**config.mk**
```make
export PLATFORM = sky130hd
export DESIGN_NAME = chat_ram_reader_flat
export DESIGN_NICKNAME = d
export VERILOG_FILES = /design/src/rtl/chat_ram_reader_if.sv /design/src/rtl/chat_ram_reader.sv /design/src/flat_wrapper.sv
export SDC_FILE = /design/constraint.sdc
export NUM_CORES = 1
export LEC_CHECK = 0
export CAP_MARGIN = 40
export CORE_ASPECT_RATIO = 0.9
export CORE_UTILIZATION = 38
export DETAILED_ROUTE_END_ITERATION = 10
export PLACE_DENSITY = 0.7
export SYNTH_ARGS = -nofsm -noshare
export SYNTH_HDL_FRONTEND = slang
export SYNTH_SLANG_ARGS = --single-unit
```
**constraint.sdc**
```tcl
create_clock -name clk -period 1.9 [get_ports clk]
set_clock_uncertainty 0.1 [all_clocks]
set_input_delay 0.19 -clock clk [delete_from_list [all_inputs] [get_ports clk]]
set_output_delay 0.19 -clock clk [all_outputs]
set_load 0.005 [all_outputs]
```
**src/rtl/chat_ram_reader_if.sv**
```systemverilog
// Bundle of the chat reader's request, RAM read-port and UART TX byte signals.
// The reader binds to the slave modport; its environment uses the master modport.
interface chat_ram_reader_if #(
    parameter int ADDR_WIDTH = 10,
    parameter int DATA_WIDTH = 8
);
    logic                  start;
    logic [ADDR_WIDTH-1:0] start_addr;
    logic [ADDR_WIDTH:0]   msg_len;
    logic [ADDR_WIDTH-1:0] ram_read_addr;
    logic [DATA_WIDTH-1:0] ram_data_out;
    logic [DATA_WIDTH-1:0] tx_data;
    logic                  tx_valid;
    logic                  tx_ready;
    logic                  busy;
    logic                  done;

    modport slave (
        input  start, start_addr, msg_len, ram_data_out, tx_ready,
        output ram_read_addr, tx_data, tx_valid, busy, done
    );

    modport master (
        output start, start_addr, msg_len, ram_data_out, tx_ready,
        input  ram_read_addr, tx_data, tx_valid, busy, done
    );
endinterface

```
**src/rtl/chat_ram_reader.sv**
```systemverilog
// Streams a stored chat message from a synchronous-read RAM to the UART TX byte port.
// Optional macro CHAT_READER_NEWLINE_EN appends CR LF after every message.
module chat_ram_reader #(
    parameter int ADDR_WIDTH = 10,
    parameter int DATA_WIDTH = 8
) (
    input  logic              clk,
    input  logic              rst_n,
    chat_ram_reader_if.slave  bus
);

    localparam logic [ADDR_WIDTH:0]   MAX_LEN  = {1'b1, {ADDR_WIDTH{1'b0}}};
    localparam logic [ADDR_WIDTH:0]   REM_ZERO = {(ADDR_WIDTH+1){1'b0}};
    localparam logic [ADDR_WIDTH:0]   REM_ONE  = {{ADDR_WIDTH{1'b0}}, 1'b1};
    localparam logic [ADDR_WIDTH-1:0] ADDR_ONE = {{(ADDR_WIDTH-1){1'b0}}, 1'b1};
`ifdef CHAT_READER_NEWLINE_EN
    localparam logic [DATA_WIDTH-1:0] CR_BYTE  = DATA_WIDTH'(8'h0D);
    localparam logic [DATA_WIDTH-1:0] LF_BYTE  = DATA_WIDTH'(8'h0A);

    typedef enum logic [2:0] {
        ST_IDLE   = 3'd0,
        ST_FETCH  = 3'd1,
        ST_LOAD   = 3'd2,
        ST_SEND   = 3'd3,
        ST_EOL_CR = 3'd4,
        ST_EOL_LF = 3'd5,
        ST_DONE   = 3'd6
    } state_t;
`else
    typedef enum logic [2:0] {
        ST_IDLE   = 3'd0,
        ST_FETCH  = 3'd1,
        ST_LOAD   = 3'd2,
        ST_SEND   = 3'd3,
        ST_DONE   = 3'd6
    } state_t;
`endif

    state_t                state_r,    state_nxt_s;
    logic [ADDR_WIDTH-1:0] addr_r,     addr_nxt_s;
    logic [ADDR_WIDTH:0]   rem_r,      rem_nxt_s;
    logic [DATA_WIDTH-1:0] tx_data_r,  tx_data_nxt_s;
    logic                  tx_valid_r, tx_valid_nxt_s;
    logic                  busy_r,     busy_nxt_s;
    logic                  done_r,     done_nxt_s;

    // Next-state and next-output computation; every output is registered below.
    always_comb begin
        state_nxt_s    = state_r;
        addr_nxt_s     = addr_r;
        rem_nxt_s      = rem_r;
        tx_data_nxt_s  = tx_data_r;
        tx_valid_nxt_s = tx_valid_r;
        busy_nxt_s     = busy_r;
        done_nxt_s     = 1'b0;
        case (state_r)
            ST_IDLE: begin
                if (bus.start) begin
                    addr_nxt_s = bus.start_addr;
                    rem_nxt_s  = (bus.msg_len > MAX_LEN) ? MAX_LEN : bus.msg_len;
                    if (bus.msg_len == REM_ZERO) begin
`ifdef CHAT_READER_NEWLINE_EN
                        state_nxt_s    = ST_EOL_CR;
                        tx_data_nxt_s  = CR_BYTE;
                        tx_valid_nxt_s = 1'b1;
                        busy_nxt_s     = 1'b1;
`else
                        state_nxt_s = ST_DONE;
                        done_nxt_s  = 1'b1;
`endif
                    end else begin
                        state_nxt_s = ST_FETCH;
                        busy_nxt_s  = 1'b1;
                    end
                end else begin
                    state_nxt_s = ST_IDLE;
                end
            end
            ST_FETCH: begin
                state_nxt_s = ST_LOAD;
            end
            // RAM data for addr_r is present now, one cycle after FETCH.
            ST_LOAD: begin
                tx_data_nxt_s  = bus.ram_data_out;
                tx_valid_nxt_s = 1'b1;
                state_nxt_s    = ST_SEND;
            end
            ST_SEND: begin
                if (bus.tx_ready) begin
                    addr_nxt_s     = addr_r + ADDR_ONE;
                    rem_nxt_s      = rem_r - REM_ONE;
                    tx_valid_nxt_s = 1'b0;
                    if (rem_r == REM_ONE) begin
`ifdef CHAT_READER_NEWLINE_EN
                        state_nxt_s    = ST_EOL_CR;
                        tx_data_nxt_s  = CR_BYTE;
                        tx_valid_nxt_s = 1'b1;
`else
                        state_nxt_s = ST_DONE;
                        done_nxt_s  = 1'b1;
                        busy_nxt_s  = 1'b0;
`endif
                    end else begin
                        state_nxt_s = ST_FETCH;
                    end
                end else begin
                    state_nxt_s = ST_SEND;
                end
            end
`ifdef CHAT_READER_NEWLINE_EN
            ST_EOL_CR: begin
                if (bus.tx_ready) begin
                    state_nxt_s   = ST_EOL_LF;
                    tx_data_nxt_s = LF_BYTE;
                end else begin
                    state_nxt_s = ST_EOL_CR;
                end
            end
            ST_EOL_LF: begin
                if (bus.tx_ready) begin
                    state_nxt_s    = ST_DONE;
                    tx_valid_nxt_s = 1'b0;
                    done_nxt_s     = 1'b1;
                    busy_nxt_s     = 1'b0;
                end else begin
                    state_nxt_s = ST_EOL_LF;
                end
            end
`endif
            ST_DONE: begin
                state_nxt_s = ST_IDLE;
            end
            default: begin
                state_nxt_s    = ST_IDLE;
                tx_valid_nxt_s = 1'b0;
                busy_nxt_s     = 1'b0;
            end
        endcase
    end

    // State and output registers; reset aborts any message without a done pulse.
    always_ff @(posedge clk or negedge rst_n) begin
        if (!rst_n) begin
            state_r    <= ST_IDLE;
            addr_r     <= {ADDR_WIDTH{1'b0}};
            rem_r      <= {(ADDR_WIDTH+1){1'b0}};
            tx_data_r  <= {DATA_WIDTH{1'b0}};
            tx_valid_r <= 1'b0;
            busy_r     <= 1'b0;
            done_r     <= 1'b0;
        end else begin
            state_r    <= state_nxt_s;
            addr_r     <= addr_nxt_s;
            rem_r      <= rem_nxt_s;
            tx_data_r  <= tx_data_nxt_s;
            tx_valid_r <= tx_valid_nxt_s;
            busy_r     <= busy_nxt_s;
            done_r     <= done_nxt_s;
        end
    end

    assign bus.ram_read_addr = addr_r;
    assign bus.tx_data       = tx_data_r;
    assign bus.tx_valid      = tx_valid_r;
    assign bus.busy          = busy_r;
    assign bus.done          = done_r;

endmodule

```
**src/flat_wrapper.sv**
```systemverilog
// flat-port wrapper written by rule: the top's interface ports become plain ports
module chat_ram_reader_flat 
#(
    parameter int ADDR_WIDTH = 10,
    parameter int DATA_WIDTH = 8
)
  (clk, rst_n, bus_start, bus_start_addr, bus_msg_len, bus_ram_data_out, bus_tx_ready, bus_ram_read_addr, bus_tx_data, bus_tx_valid, bus_busy, bus_done);
  chat_ram_reader_if #(.ADDR_WIDTH(ADDR_WIDTH), .DATA_WIDTH(DATA_WIDTH)) bus_i ();
  input  logic clk;
  input  logic rst_n;
  input wire logic [$bits(bus_i.start)-1:0] bus_start;
  input wire logic [$bits(bus_i.start_addr)-1:0] bus_start_addr;
  input wire logic [$bits(bus_i.msg_len)-1:0] bus_msg_len;
  input wire logic [$bits(bus_i.ram_data_out)-1:0] bus_ram_data_out;
  input wire logic [$bits(bus_i.tx_ready)-1:0] bus_tx_ready;
  output wire logic [$bits(bus_i.ram_read_addr)-1:0] bus_ram_read_addr;
  output wire logic [$bits(bus_i.tx_data)-1:0] bus_tx_data;
  output wire logic [$bits(bus_i.tx_valid)-1:0] bus_tx_valid;
  output wire logic [$bits(bus_i.busy)-1:0] bus_busy;
  output wire logic [$bits(bus_i.done)-1:0] bus_done;
  assign bus_i.start = bus_start;
  assign bus_i.start_addr = bus_start_addr;
  assign bus_i.msg_len = bus_msg_len;
  assign bus_i.ram_data_out = bus_ram_data_out;
  assign bus_i.tx_ready = bus_tx_ready;
  assign bus_ram_read_addr = bus_i.ram_read_addr;
  assign bus_tx_data = bus_i.tx_data;
  assign bus_tx_valid = bus_i.tx_valid;
  assign bus_busy = bus_i.busy;
  assign bus_done = bus_i.done;
  chat_ram_reader #(.ADDR_WIDTH(ADDR_WIDTH), .DATA_WIDTH(DATA_WIDTH)) u_core (.clk(clk), .rst_n(rst_n), .bus(bus_i));
endmodule
```
==> results.md <==
- Top-area cell type share of the netlist area: between 40 and 50%
- P per Cell Area: 1600 nW/um2
- Number of nets at the end of the flow: roughly 310
- Setup repair after global routing missed its margin: yes
- Maximum capacitance violations: 0
- Via/cell ratio: around 5.5
- Clock latency on the worst-skew pair: around 290 ps
- Sequential fraction of the synthesis area: approximately 45%
- DP Wirelength: 3570 um
- Leakage Power: about 1.1 nW
- Main synth FF type: dfrtp_1
- First-pass GRT wire length: about 8400 um
- Endpoint type of the worst setup path: flop
- Setup TNS: 0 ps
- Cell taking the most area after synthesis: dfrtp_1
- Final critical-path share of the clock period: ~96%
- Final Hold Slack: 209 ps
- Overflow left after global routing: 0
- Final period demand of the worst path: 1820 ps
- Core Box Area: between 4000 and 5000 um2
- Largest cells by area after synthesis: dfrtp_1 45%, mux2_2 4.6%, a21oi_1 3.8%, o21ai_0 3.3%, nand2_1 2.9%
- Starting utilization of the core area: between 40 and 50%
- H-tree levels: 2
- Maximum vdd drop: a little under 0.6 mV
- Class of the most critical setup path: reg -> reg
- Area of all placed cells without fillers: 2800 um2
- Cell at the root of the clock tree: clkbuf_8
- Classification of the worst-slack hold path: in -> async
- Maximum clock path buffer count: 2
- Total Die Area: 5440 um2
- Top achievable clock speed: 551 MHz
- Number of core rows: 24
- Required arrival time at the worst endpoint: approximately 2000 ps
- Mapped Nets: 241
- Hold buffers post-CTS: 0
- Final core utilization: between 50 and 60%
- Final Hold Fails: 0
- ANT cells: 0
- Number of instances in the synthesized netlist: between 200 and 250
- Maximum number of pins on one net before global-route repair: 36
- Clock tree from TritonCTS: built
- Met3 WL post-DR: between 300 and 400 um
- Detailed-route via count: approximately 1900
- Number of buffers inserted by port buffering: between 50 and 60
- Crit Path Max Fanout: 4
- Pins Over Slew Limit: 0
- Number of library cell types mapped by synthesis: 48
- # DRC: 0
- Clock sink count: 35
- DR iter-0 viols: around 120
- Final setup viols: 0
- Worst-Margin Slew: about 540 ps
- Number of enable-type register cells in the synthesized netlist: 0
- Global placer's final weighted congestion: between 0.8 and 0.9
- Vias in the first global route: 1770
- Area growth from synthesis to final layout: 42.9%
- Post-synth design cell area: between 1500 and 2000 um2
- Floorplan die height: ~70 um
- Most frequent cell after synthesis: dfrtp_1
- Initial antenna violation count: 0
- All-Layer GR Usage: roughly a fifth
- Flop and latch count out of synthesis: 35
- Number of nets with antenna violations after detailed routing: 0
- Synth top cells by count: 35 x dfrtp_1, 15 x a21oi_1, 15 x nand2_1, 14 x nor2_1, 13 x o21ai_0
- Clock-pin transition on the worst setup and hold timing paths: approximately 80 ps
- Overall power of the completed layout: between 4 and 5 mW
- Die boundary width: between 70 and 80 um
- Layout cell share with drive strength beyond 1: approximately 18%
- Met2 wire length: between 2000 and 2500 um
- Highest signal layer in the routed design: met4
- Number of top-level pins: 54
- Clock buffers created by TritonCTS: 5
- Post-detailed-route wirelength per cell: 15.0 um
- Worst endpoint data arrival time: around 1900 ps
- Detailed-route wire length on metal 1: 2400 um
- Syn avg cell area: between 9 and 10 um2
- Fraction of synthesis flops using an asynchronous set or reset pin: 100%
- Yosys warning total: 0
- Relative slew margins: 63.7%
- Crit path launch type: flop
- Post-detailed-routing wire length: between 5000 and 6000 um
- Count of TritonRoute iterations in the first routing pass: 4
- Placement-stage cell area: ~2700 um2
- Result of the run: completed
worst max-delay path: stages, from the launching register on:
cell and delay (ps):
dfrtp_1 380, buf_4 140, or4_1 560, nor4_1 270, o21ai_0 130, o2bb2ai_1 130
through the flow:
step	instances	setup slack, ps
6_report	342	84.1
2_1_floorplan	205	30.6
3_3_place_gp	334	-78.3
3_5_place_dp	334	-143
5_1_grt	342	-11.0
4_1_cts	342	30.9
per-layer routing:
layer | GRT usage (%) | vias up
met2 | 29.8 | 58
met3 | 4.84 | 2
met5 | 0 | -
li1 | - | 925
met1 | 27.0 | 900
met4 | 7.76 | 0
final timing paths:
path	startpoint	endpoint	slack (ps)	cells after the start
min in group clk	bus_start_addr[1]	u_core.bus.ram_read_addr[1]	370	3
worst min register to register	u_core.bus.tx_data[7]	u_core.bus.tx_data[7]	410	1
worst min-delay path	rst_n	u_core.rem_r[7]	210	2
worst max-delay path	u_core.rem_r[1]	u_core.rem_r[7]	80	5
worst max register to register	u_core.rem_r[1]	u_core.rem_r[7]	80	5
max in group asynchronous	rst_n	u_core.state_r[0]	1150	2
state kept, by name, indices dropped and copies added, names as in the netlist:
signal and cells:
u_core.bus.busy 1, u_core.bus.done 1, u_core.bus.ram_read_addr 10, u_core.bus.tx_data 8, u_core.bus.tx_valid 1, u_core.rem_r 11
u_core.state_r 3
where the power goes:
| part | switching (mW) | internal (mW) |
|---|---|---|
| clock | 0.299 | 0.330 |
| sequential | 0.366 | 1.09 |
| combinational | 1.09 | 1.29 |
area by class of cell:
cell class | instances | area [um2]
Timing Repair Buffer | 77 | 723
Inverter | 6 | 22.5
Multi-Input combinational cell | 151 | 990
Clock buffer | 7 | 96.3
Fill cell | 417 | 2100
Clock inverter | 1 | 7.51
Sequential cell | 35 | 877
Tap cell | 65 | 81.3
layout by cell type (no fill, tap or decap), drive strengths merged, types with 2 or more instances in the layout:
cell,n
clkdlybuf4s50,53
dfrtp,35
buf,24
o21ai,19
a21oi,17
nor2,16
nand2,15
nand3,8
mux2,8
clkbuf,7
inv,6
a31oi,6
o22ai,6
nor4,4
a2bb2oi,4
nor4b,4
a211oi,3
a221o,3
a21o,3
ha,3
nor3,3
and4,2
and3,2
nand4,2
and2,2
a32oi,2
a22oi,2
a22o,2
o211ai,2
repair_timing:
item	CTS	global route
buffers inserted	0	0
endpoints found under the setup margin	0	7
resized for setup	0	3
cells by family (layout without fill, tap and decap cells):
kind of cell	after synthesis	in the layout	synth area share, %
compound gates	75	75	25.3
simple gates	64	64	17.6
fa+ha+maj	3	3	1.92
buf+inv	19	91	5.30
flops	35	35	44.7
mux	9	9	5.11
No activity file was read; power rests on OpenSTA's default activity.
